### config.mk
export PLATFORM = sky130hd
export DESIGN_NAME = reg_bank_param
export DESIGN_NICKNAME = d
export VERILOG_FILES = /design/src/rtl/reg_bank_param.sv
export SDC_FILE = /design/constraint.sdc
export NUM_CORES = 1
export LEC_CHECK = 0
export ABC_AREA = 0
export CAP_MARGIN = 30
export CORE_MARGIN = 2
export CORE_UTILIZATION = 40
export DETAILED_ROUTE_END_ITERATION = 12
export SYNTH_ARGS = -nofsm -noshare
export SYNTH_HDL_FRONTEND = slang
export SYNTH_SLANG_ARGS = --single-unit
export TNS_END_PERCENT = 20
### constraint.sdc
create_clock -name clk -period 1.95 [get_ports clk]
set_input_delay 0.195 -clock clk [delete_from_list [all_inputs] [get_ports clk]]
set_output_delay 0.195 -clock clk [all_outputs]
set_load 0.01 [all_outputs]
### src/rtl/reg_bank_param.sv
// reg_bank_param: parameterised register bank with a selectable write source,
// a registered two-port read and a sequential whole-bank clear sweep.
//
// Parameters:
//   DATA_W   register width in bits
//   ADDR_W   address width; bank holds NREG = 2**ADDR_W registers
//   TOP_INIT reset/clear value of register NREG-1 (all others clear to 0)
//
// Ports:
//   clk        single clock, all state updates on the rising edge
//   rst        synchronous active-high reset
//   wr_en      write request (dropped while busy or when clr_req is set)
//   wr_src     write source: 00 R0, 01 register[src_addr], 10 or2_in, 11 alu_in
//   src_addr   source register index for wr_src = 01
//   wr_addr    destination register index
//   or2_in     operand-register data
//   alu_in     ALU result
//   rd_en      read request; loads dataout_a/dataout_b, otherwise they hold
//   rd_addr_b  port-B read index
//   clr_req    start a sequential clear of the whole bank
//   dataout_a  registered R0
//   dataout_b  registered register[rd_addr_b]
//   wr_ack     one-cycle pulse confirming an accepted write
//   busy       clear sweep in progress
//
// Build option: define REG_BANK_BYPASS_EN to forward an accepted write to a
// same-cycle read of the same index.

module reg_bank_param #(
  parameter int unsigned DATA_W   = 8,
  parameter int unsigned ADDR_W   = 3,
  parameter int unsigned TOP_INIT = 1
) (
  input  logic              clk,
  input  logic              rst,
  input  logic              wr_en,
  input  logic [1:0]        wr_src,
  input  logic [ADDR_W-1:0] src_addr,
  input  logic [ADDR_W-1:0] wr_addr,
  input  logic [DATA_W-1:0] or2_in,
  input  logic [DATA_W-1:0] alu_in,
  input  logic              rd_en,
  input  logic [ADDR_W-1:0] rd_addr_b,
  input  logic              clr_req,
  output logic [DATA_W-1:0] dataout_a,
  output logic [DATA_W-1:0] dataout_b,
  output logic              wr_ack,
  output logic              busy
);

  localparam int unsigned       NREG    = 2 ** ADDR_W;
  localparam logic [DATA_W-1:0] TopVal  = DATA_W'(TOP_INIT);
  localparam logic [ADDR_W-1:0] LastIdx = ADDR_W'(NREG - 1);

  typedef enum logic [0:0] {StIdle, StClear} state_e;

  state_e              state_q, state_d;
  logic [ADDR_W-1:0]   idx_q, idx_d;
  logic [DATA_W-1:0]   bank_q [NREG];
  logic [DATA_W-1:0]   bank_d [NREG];
  logic [DATA_W-1:0]   dout_a_q, dout_a_d;
  logic [DATA_W-1:0]   dout_b_q, dout_b_d;
  logic                ack_q;
  logic                wr_accept;
  logic [DATA_W-1:0]   wr_data;

  // Clear request wins over a simultaneous write.
  assign wr_accept = (state_q == StIdle) && wr_en && !clr_req;

  always_comb begin
    wr_data = '0;
    unique case (wr_src)
      2'b00:   wr_data = bank_q[0];
      2'b01:   wr_data = bank_q[src_addr];
      2'b10:   wr_data = or2_in;
      default: wr_data = alu_in;
    endcase
  end

  // Next-state for FSM, sweep index and bank contents.
  always_comb begin
    state_d = state_q;
    idx_d   = idx_q;
    bank_d  = bank_q;
    unique case (state_q)
      StIdle: begin
        if (clr_req) begin
          state_d = StClear;
          idx_d   = '0;
        end else if (wr_en) begin
          bank_d[wr_addr] = wr_data;
        end
      end
      StClear: begin
        bank_d[idx_q] = (idx_q == LastIdx) ? TopVal : '0;
        // Index wraps to 0 on the last slot, which is also where we leave.
        idx_d = idx_q + 1'b1;
        if (idx_q == LastIdx) begin
          state_d = StIdle;
        end
      end
      default: begin
        state_d = StIdle;
        idx_d   = '0;
      end
    endcase
  end

  // Read ports sample pre-edge bank contents; rd_en low holds the outputs.
  always_comb begin
    dout_a_d = dout_a_q;
    dout_b_d = dout_b_q;
    if (rd_en) begin
      dout_a_d = bank_q[0];
      dout_b_d = bank_q[rd_addr_b];
`ifdef REG_BANK_BYPASS_EN
      if (wr_accept && (wr_addr == rd_addr_b)) begin
        dout_b_d = wr_data;
      end
      if (wr_accept && (wr_addr == '0)) begin
        dout_a_d = wr_data;
      end
`endif
    end
  end

  always_ff @(posedge clk) begin
    if (rst) begin
      state_q  <= StIdle;
      idx_q    <= '0;
      dout_a_q <= '0;
      dout_b_q <= '0;
      ack_q    <= 1'b0;
      for (int i = 0; i < NREG; i++) begin
        bank_q[i] <= (i == NREG - 1) ? TopVal : '0;
      end
    end else begin
      state_q  <= state_d;
      idx_q    <= idx_d;
      dout_a_q <= dout_a_d;
      dout_b_q <= dout_b_d;
      ack_q    <= wr_accept;
      bank_q   <= bank_d;
    end
  end

  assign dataout_a = dout_a_q;
  assign dataout_b = dout_b_q;
  assign wr_ack    = ack_q;
  assign busy      = (state_q == StClear);

endmodule
==> results.json <==
{
  "endpoint": "bank_q[56]",
  "portBuffers": 49,
  "clock-sinks": 85,
  "p_per_area_nw_per_um2": 664,
  "synth.most_common_cell": "dfxtp_1",
  "top_layer": "met4",
  "path_buf_inv": 1,
  "cts_made_buffers": 9,
  "reg2reg_from": "busy",
  "leakagePower_nw": 2.17,
  "fin_crit_sh": 0.946,
  "die_h_um": 117,
  "core_um2": 12500,
  "worstSetupStartpointType": "register",
  "ant_nets": 0,
  "finalNonFillerCells": 773,
  "pin_count": 50,
  "setup-violations-final": 0,
  "critical_path_class": "reg2reg",
  "place.gp.congestion": 0.927,
  "crit_path_top_delay_cell": "dfxtp_1",
  "m1WireLength_um": 6850,
  "worst_slew_pin_slew_ns": 0.592,
  "antenna_found_initial": 0,
  "die_w_um": 117,
  "hold_violations": 0,
  "clk_pin_slew_ns": 0.06,
  "synthTopCellsByCount": "dfxtp_1, nand2_1, a21oi_1",
  "critical_path.top_delay_family": "simple AND/OR/NAND/NOR gates",
  "seq_power_share": 0.425,
  "synthArstFlopShare": 0,
  "cp_max_fo": 15,
  "timing.rr.end": "bank_q[56]",
  "final_core_util": 0.506,
  "synth_seq_cells": 85,
  "wl_per_cell_um": 18.9,
  "p_sw_frac": 0.249,
  "clock_latency_ns": 0.35,
  "slew_viol_final": 0,
  "routed-wl-met3_um": 823,
  "grt_pass1_vias": 4490,
  "wl_met2_um": 6720,
  "avgSynthCellArea_um2": 9.51,
  "fin_setup_tns_ns": 0,
  "switchingPower_mw": 1.05,
  "dp_cells": 759,
  "path_cells": "or4b_1, a21boi_4, buf_12, nor2b_4, a311oi_1",
  "hold_ws_ns": 0.175,
  "slowest_delay_ns": 0.56,
  "die-area_um2": 13700,
  "cp-startpoint": "busy",
  "yosysTopAreaCellShare": 0.333,
  "syn-num-nets": 571,
  "netlist.top_cell.by_area": "dfxtp_1",
  "h-tree-depth": 3,
  "fin_nets": 632,
  "grt-ovfl-total": 0,
  "slew_headroom": 0.604,
  "postCtsSetupRepairBufs": 0,
  "netlist_top_cells_area": "dfxtp_1, mux2i_1, a221oi_1, a21oi_1, mux4_2",
  "row_count": 41,
  "period_minus_slack_ns": 1.84,
  "drive_gt1_frac": 0.185,
  "r2r_slack_ns": 0.11,
  "yosys_warnings": 0,
  "grt_pass1_wl_um": 23700,
  "cts_buffer_depth": 2,
  "place_hpwl_um": 10700,
  "syn_inst": 537,
  "yosysUniqueCellTypes": 49,
  "yosysSeqAreaShare": 0.333,
  "routed_wl_um": 14600,
  "max_cap_viol_count": 0,
  "ys.flop_type": "dfxtp_1",
  "rr_worst_depth": 5,
  "netlist_area_um2": 5110,
  "p_comb_frac": 0.149,
  "rsz0062_at_grt": "false",
  "track_usage": 0.224,
  "critPathArrivalTime_ns": 2.10,
  "outcome": "completed",
  "dr.pass1.iters": 5,
  "power.internal_mw": 3.16,
  "vias": 4614,
  "required_ns": 2.20,
  "via_per_inst": 5.97,
  "start_util": 0.408,
  "antenna_cells": 0,
  "p_clk_frac": 0.426,
  "cts_tree": "yes",
  "worstSetupEndpointType": "register",
  "vdd_ir_drop_max_mv": 0.326,
  "cts-root-buf": "clkbuf_16",
  "grt_max_degree": 51,
  "hold_path_class": "in2reg",
  "synth-edff-count": 0,
  "holdCritStartpoint": "rst",
  "path_depth": 5,
  "drc": 0,
  "clock_skew_ns": 0.00530,
  "power.total_mw": 4.21,
  "clock.fmax_ghz": 0.542,
  "area_growth_pct": 24.0,
  "drt_iter0_markers": 425
}
kinds of logic (layout without fill, tap and decap cells):
logic type / count (synthesis) / after routing / synth area share
compound gates: 176 / 176 / 0.268
simple gates: 152 / 152 / 0.153
flops: 85 / 85 / 0.333
mux: 74 / 74 / 0.184
buf+inv: 48 / 112 / 0.0571
fa+ha+maj: 2 / 2 / 0.00490
metrics by stage:
stage,instance area [um^2],setup WS [ns]
floorplan,5110,0.295
global placement,6030,-0.0134
detailed placement,6030,-0.0533
CTS,6330,0.0991
global route,6330,0.0200
finish,6330,0.105
placed cells by master, fill, tap and decap left out, types with 4 or more instances in the layout:
cell	n
mux4_2	16
mux2i_1	58
a211oi_1	9
nand3_1	11
nand2b_1	4
and2_1	7
a221oi_2	10
a21oi_1	72
o2bb2ai_1	8
dfxtp_1	83
a221oi_1	53
a22oi_1	8
clkdlybuf4s50_1	47
nor2_1	30
nand2_1	74
buf_4	34
buf_12	13
clkbuf_16	9
nand3_2	6
layout make-up:
class,count,area (um^2)
Inverter,2,7.51
Fill cell,1171,6180
Tap cell,172,215
Clock buffer,12,236
Sequential cell,85,1700
Clock inverter,2,60.1
Multi-Input combinational cell,404,3110
Timing Repair Buffer,96,996
state kept, by name, summed over array words and instances (netlist names):
name	flops
bank_q	64
busy	1
dataout_a	8
dataout_b	8
idx_q	3
wr_ack	1
what timing repair did:
item / CTS / global route
resized for setup: 0 / 2
setup endpoints to repair: 0 / 6
hold endpoints to repair: 0 / 0
hold buffers: 0 / 0
routing by layer:
layer	up-vias	track usage
met5	-	0
met4	0	0.0808
met3	15	0.0335
met2	155	0.356
met1	2245	0.310
li1	2199	-
worst min path at each step:
stage | to | slack [ns] | cells past startpoint
after floorplan | wr_ack | 0.31 | 2
after global placement | dataout_a[7] | 0.48 | 2
after detailed placement | dataout_b[5] | 0.48 | 2
after CTS | idx_q[1] | 0.18 | 2
after global routing | idx_q[1] | 0.20 | 2
final | wr_ack | 0.17 | 2
power groups by stage:
stage          combinational (mW)  sequential (mW)  clock (mW)
2_1_floorplan               0.373             1.82           0
3_3_place_gp                0.612             1.82           0
3_5_place_dp                0.625             1.82           0
4_1_cts                     0.628             1.79        1.81
5_1_grt                     0.675             1.79        1.87
6_report                    0.628             1.79        1.79
Power figures use the tool's default switching activity.
